===== config.mk =====
export PLATFORM = sky130hd
export DESIGN_NAME = regfile_dump_reader
export DESIGN_NICKNAME = d
export VERILOG_FILES = /design/src/rtl/regfile_dump_reader.sv
export SDC_FILE = /design/constraint.sdc
export NUM_CORES = 1
export LEC_CHECK = 0
export CORE_ASPECT_RATIO = 1.4
export CORE_MARGIN = 2
export CORE_UTILIZATION = 44
export DETAILED_ROUTE_END_ITERATION = 6
export PLACE_DENSITY = 0.79
export SLEW_MARGIN = 0
export SYNTH_ARGS = -nofsm -noshare
export SYNTH_HDL_FRONTEND = slang
export SYNTH_SLANG_ARGS = --single-unit
export TNS_END_PERCENT = 30

===== constraint.sdc =====
create_clock -name clk -period 2.3 [get_ports clk]
set_input_delay 0.345 -clock clk [delete_from_list [all_inputs] [get_ports clk]]
set_output_delay 0.345 -clock clk [all_outputs]
set_load 0.1 [all_outputs]

===== src/rtl/regfile_dump_reader.sv =====
// Debug reader: walks a register index range on one regfile read port and streams
// (index, data) beats over valid/ready, then pulses done (with err on an empty range).
module regfile_dump_reader #(
  parameter int DW = 32,
  parameter int AW = 5
) (
  input  logic          clk,
  input  logic          rst_n,
  input  logic          start,
  input  logic [AW-1:0] first_idx,
  input  logic [AW-1:0] last_idx,
  input  logic          abort,
  output logic [AW-1:0] ra,
  input  logic [DW-1:0] rd,
  output logic          out_valid,
  input  logic          out_ready,
  output logic [AW-1:0] out_idx,
  output logic [DW-1:0] out_data,
  output logic          busy,
  output logic          done,
  output logic          err
);

  typedef enum logic [1:0] {
    S_IDLE,
    S_READ,
    S_HOLD,
    S_DONE
  } state_t;

  state_t        r_state;
  logic [AW-1:0] r_idx;
  logic [AW-1:0] r_last;
  logic          r_err;
  logic          r_valid;
  logic [AW-1:0] r_out_idx;
  logic [DW-1:0] r_out_data;
  logic          w_port_owned;

  always_ff @(posedge clk or negedge rst_n) begin
    if (!rst_n) begin
      r_state    <= S_IDLE;
      r_idx      <= '0;
      r_last     <= '0;
      r_err      <= 1'b0;
      r_valid    <= 1'b0;
      r_out_idx  <= '0;
      r_out_data <= '0;
    end else if (abort && (r_state != S_IDLE)) begin
      r_state <= S_IDLE;
      r_valid <= 1'b0;
      r_err   <= 1'b0;
    end else begin
      case (r_state)
        S_IDLE: begin
          // abort outranks start even while idle
          if (start && !abort) begin
            r_idx  <= first_idx;
            r_last <= last_idx;
            if (first_idx <= last_idx) begin
              r_state <= S_READ;
              r_err   <= 1'b0;
            end else begin
              r_state <= S_DONE;
              r_err   <= 1'b1;
            end
          end
        end
        S_READ: begin
          r_out_data <= rd;
          r_out_idx  <= r_idx;
          r_valid    <= 1'b1;
          r_state    <= S_HOLD;
        end
        S_HOLD: begin
          if (r_valid && out_ready) begin
            r_valid <= 1'b0;
            // compare before increment so a range ending at the top index never wraps
            if (r_idx == r_last) begin
              r_state <= S_DONE;
            end else begin
              r_idx   <= r_idx + 1'b1;
              r_state <= S_READ;
            end
          end
        end
        S_DONE: begin
          r_state <= S_IDLE;
          r_err   <= 1'b0;
        end
        default: r_state <= S_IDLE;
      endcase
    end
  end

  assign w_port_owned = (r_state == S_READ) || (r_state == S_HOLD);
  assign ra           = w_port_owned ? r_idx : '0;
  assign out_valid    = r_valid;
  assign out_idx      = r_out_idx;
  assign out_data     = r_out_data;
  assign busy         = (r_state != S_IDLE);
  assign done         = (r_state == S_DONE);
  assign err          = (r_state == S_DONE) && r_err;

endmodule


==> out/metrics.cfg, run 1 <==
[outcome]
outcome=complete, no violations

[floorplanning]
die_area_mm2=0.00639
core.rowCount=32
initial_core_util_pct=45.8
core_mm2=0.00553
fp.dieW_um=68.1
io_pins=93
die_h_um=93.8

[yosys]
syn_avg_cell_area_um2=11.6
synth_area_mm2=0.00253
synth_cell_types=39
synthCells=218
synth_nets=275
ys_seq_area_share_pct=50.4
ys_ff_latch=51
yosys_warnings=0

[sta]
hold_viol=0
rsz0062_at_grt=false
drv_slew=0
setup-tns-final_ns=0
tightest_slew_ns=0.573
layout_min_cycle_time_ns=2.08
relSlewSlack_pct=61.6
period_share_pct=90.4
skew_ns=0.00837
fmax_mhz=481
finalSetupViolCount=0

[route]
routed_via_density=5.30
routedWlPerCell_um=15.1
drt_iter0_markers=148
drt_wl_total_um=5800
vias=2030
drcViolationCount=0
antenna_left=0
first_pass_iters=4

[final_layout]
most-common-layout-cells=dfrtp_1 (51), clkdlybuf4s50_1 (45), buf_4 (44)
multi_input_area_mm2=0.00115
layout-drive-gt1-share_pct=33.7
nets=371
antenna_cells=0
areaGrowthSynthToFinish_pct=44.4
num-fill-cells=452
fin_area_mm2=0.00366
mostFrequentLayoutCell=dfrtp_1
seq_area_mm2=0.00128

[cts]
cts_made_buffers=5
cts_max_path_buffers=2
htree_levels=2
post_cts.repair.setup_buffers=0
cts_root_buf=clkbuf_8
hold_buffers=0
postCtsResizedCells=0
clk_latency_ns=0.31
clk_pin_slew_ns=0.10
cts_tree=built
cts_sinks=51

[job]
cap_violations=0

[setup_path]
path_cells=inv_1 -> ha_1 -> nor2b_1 -> or3_1 -> a2111oi_0 -> nor3_1
r2r_slack_ns=0.22
critPathMaxFanout=6
slowest_stage=a2111oi_0
crit_type=flip-flop to flip-flop
critical_path.max_stage_delay_ns=0.45
crit_required_ns=2.48
start_kind=flip-flop
endpoint_kind=flip-flop
reg2reg_depth=6
cp.arrival_ns=2.26

[min_path]
min_path_type=input port to asynchronous set/reset pin

[grt]
grt_pass1_wl_um=9160
grt_max_degree=38
grt_overflow=0
first_global_vias=1992
globalRouteTotalUtil_pct=18.8
antenna_found_initial=0

[placed_design]
dpl_cell_area_mm2=0.00354
portBuffers=92
gp_congestion=0.843
dp_hpwl_um=4470

-- final timing paths --
kind                             start           end
min reg2reg                out_data[5]   out_data[5]
min                              rst_n  out_data[16]
max                         r_state[1]      r_idx[4]
min in group clk           out_data[5]   out_data[5]
max reg2reg                 r_state[1]      r_idx[4]
max in group asynchronous        rst_n    out_idx[3]
-- metal layers --
layer	vias to the layer above	wire length, µm	GRT usage (%)
li1	968	-	-
met2	88	2920	32.8
met3	12	410	3.60
met4	0	123	7.67
met1	962	2350	22.1
met5	-	0	0
-- stage by stage --
stage          hold slack, ns  utilization, %  cells  setup slack (ns)
3_5_place_dp            0.371            64.1    375             0.199
3_3_place_gp            0.365            64.1    375             0.235
2_1_floorplan          0.0494               -    218            -0.163
5_1_grt                0.0372            66.2    383            0.0863
6_report               0.0129            66.2    383             0.220
4_1_cts                0.0265            66.2    383             0.231
-- cell families (layout without fill, tap and decap cells) --
family                   count (synthesis)  after routing  synth area share [%]
AO/OA/AOI/OAI                           35             35                  10.5
XOR/XNOR                                 5              5                  1.73
adder cells (fa/ha/maj)                 10             10                  4.94
buffers and inverters                   25            122                  4.05
flip-flops                              51             51                  50.4
multiplexers                            39             39                  17.3
AND/OR/NAND/NOR                         53             53                  11.1
-- layout make-up --
class	instances	area share [%]
clock buffers	5	1.88
clock inverters	3	1.27
inverters	15	1.64
multi-input cells	142	31.6
flip-flops and latches	51	34.9
well taps	68	2.33
repair buffers	99	26.4
-- worst max-delay path: cells and delay by family, from the launching register on --
family                     cells  cell delay (ns)
AOI/OAI and AO/OA              1             0.45
DFF                            1             0.43
adders and majority gates      1             0.25
and+or+nand+nor                3             0.71
buffers and inverters          1             0.11
-- flip-flops by register name, indices dropped and copies added (netlist names) --
name and count:
r_last 5, r_err 1, out_valid 1, r_state 2, r_idx 5, out_idx 5
out_data 32
-- synth_stat cells (all sizes together) --
library cell  instances  area share (%)
o211ai                1            0.30
nand2                10             1.5
o21ai                 9             1.8
o32ai                 1            0.35
mux2                 38              17
and3                  2            0.49
ha                   10             4.9
dfrtp                51              50
a21oi                 5            0.99
a311o                 1            0.40
a221o                 2            0.79
clkbuf                4            0.64
a21boi                2             1.0
nand3                 5            0.99
o221ai                2            0.69
o31ai                 2            0.59
nor2b                 3            0.74
o21a                  1            0.30
or3                   2            0.49
buf                   6             1.2
nor3                  8             2.0
o22ai                 1            0.25
a32o                  1            0.40
inv                  15             2.2
a2111oi               1            0.35
xor2                  5             1.7
nand4                 2            0.49
o221a                 1            0.44
mux2i                 1            0.40
o31a                  2            0.69
a211oi                2            0.59
a221oi                1            0.59
nor4                  3            0.74
nor2                  8             1.2
and2                  7             1.7
nand2b                3            0.74
Power of run 1 is not shown: default switching activity piles up to over one toggle a cycle in this logic, so the estimate is an artifact.
==> inputs of run 2 (changes only) <==
- CORE_ASPECT_RATIO: 1.4 -> unset
- CORE_MARGIN: 2 -> unset
- CORE_UTILIZATION: 44 -> 35
- PLACE_DENSITY: 0.79 -> 0.65
==> out/metrics.cfg, run 2 (synthesized netlist as in run 1, its figures left out) <==
[outcome]
outcome=complete, no violations

[min_path]
min_path_type=input port to asynchronous set/reset pin

[floorplanning]
io_pins=93  ; unchanged
fp.dieW_um=87.1  ; +28%
initial_core_util_pct=36.7  ; -9.2 points
die_area_mm2=0.00758  ; +19%
core.rowCount=30  ; -6.3%
die_h_um=87.1  ; -7.2%
core_mm2=0.00691  ; +25%

[sta]
finalSetupViolCount=0  ; unchanged
hold_viol=0  ; unchanged
skew_ns=0.00799  ; -0.000371 ns
rsz0062_at_grt=false
relSlewSlack_pct=57.4  ; -4.2 points
drv_slew=0  ; unchanged
layout_min_cycle_time_ns=2.08  ; -0.000436 ns
tightest_slew_ns=0.639  ; +0.0664 ns
period_share_pct=90.4  ; about the same
fmax_mhz=481  ; about the same

[cts]
clk_pin_slew_ns=0.09  ; about the same
clk_latency_ns=0.30  ; about the same
htree_levels=2  ; unchanged
post_cts.repair.setup_buffers=0  ; unchanged
hold_buffers=0  ; unchanged
cts_root_buf=clkbuf_8
cts_made_buffers=5  ; unchanged
cts_sinks=51  ; unchanged
cts_max_path_buffers=2  ; unchanged
postCtsResizedCells=0  ; unchanged
cts_tree=built

[route]
routedWlPerCell_um=14.3  ; -5.6%
routed_via_density=4.90  ; -7.6%
drt_wl_total_um=5880  ; +1.3%
antenna_left=0  ; unchanged
drcViolationCount=0  ; unchanged
first_pass_iters=6  ; +2
vias=2013  ; -0.84%
drt_iter0_markers=44  ; -70%

[placed_design]
gp_congestion=0.824  ; -2.3%
dp_hpwl_um=4370  ; -2.1%
portBuffers=92  ; unchanged
placed_cells=403  ; +7.5%

[final_layout]
num-fill-cells=633  ; +40%
mostFrequentLayoutCell=dfrtp_1
largest_reg_flops=32  ; unchanged
stdcell_count=411  ; +7.3%
areaGrowthSynthToFinish_pct=45.9
nets=371  ; unchanged
layout-drive-gt1-share_pct=33.3  ; -0.32 points
antenna_cells=0  ; unchanged
most-common-layout-cells=dfrtp_1 (51), clkdlybuf4s50_1 (45), buf_4 (45)

[grt]
grt_max_degree=52  ; +37%
grt_pass1_wl_um=9380  ; +2.3%
grt_overflow=0  ; unchanged
antenna_found_initial=0  ; unchanged
first_global_vias=1980  ; -0.60%
globalRouteTotalUtil_pct=16.1  ; -2.7 points

[setup_path]
cp.arrival_ns=2.26  ; about the same
r2r_slack_ns=0.22  ; about the same
start_kind=flip-flop
r2r_end=r_idx[4]
endpoint_kind=flip-flop
crit_type=flip-flop to flip-flop
crit_required_ns=2.48  ; about the same
r2r-start=r_state[1]
critPathMaxFanout=6  ; unchanged
reg2reg_depth=6  ; unchanged

[job]
cap_violations=0  ; unchanged

-- run 2: metal layers --
metal | routed length [µm] | GRT usage [%] | vias up
met1 | 2780 | 20.3 | 931
met3 | 489 | 4.17 | 13
met5 | 0 | 0 | -
li1 | - | - | 970
met4 | 135 | 7.27 | 0
met2 | 2480 | 26.1 | 99
-- run 2: worst max-delay path by stage --
stage,start,to,slack [ns]
finish,r_state[1],r_idx[4],0.22
global route,r_state[1],r_idx[4],0.11
CTS,r_state[1],r_idx[4],0.23
detailed placement,out_ready,r_idx[4],0.19
global placement,out_ready,r_idx[4],0.24
floorplan,r_state[1],err,-0.16
-- run 2: layout make-up --
class / count / area (µm²) / area share, %
clock buffer: 6 / 72.6 / 1.96
timing repair buffer: 99 / 953 / 25.8
clock inverter: 2 / 60.1 / 1.62
tap: 96 / 120 / 3.25
multi-input combinational: 142 / 1150 / 31.2
sequential: 51 / 1280 / 34.5
inverter: 15 / 60.1 / 1.62
-- run 2: through the flow --
| step | util, % | hold WS [ns] | worst slack, ns | instance area [µm²] | TNS, ns |
|---|---|---|---|---|---|
| floorplan | - | 0.0494 | -0.163 | 2540 | -0.163 |
| global placement | 51.6 | 0.486 | 0.240 | 3560 | 0 |
| detailed placement | 51.6 | 0.494 | 0.186 | 3560 | 0 |
| CTS | 53.5 | 0.168 | 0.233 | 3700 | 0 |
| global route | 53.5 | 0.211 | 0.105 | 3700 | 0 |
| finish | 53.5 | 0.137 | 0.220 | 3700 | 0 |
-- run 2: critical path, cell delays in order, from the launching register on --
cell and delay, ns:
dfrtp_1 0.43, inv_1 0.09, ha_1 0.23, nor2b_1 0.20, or3_1 0.44, a2111oi_0 0.47
nor3_1 0.10
Power of run 2 is left out for the same reason.
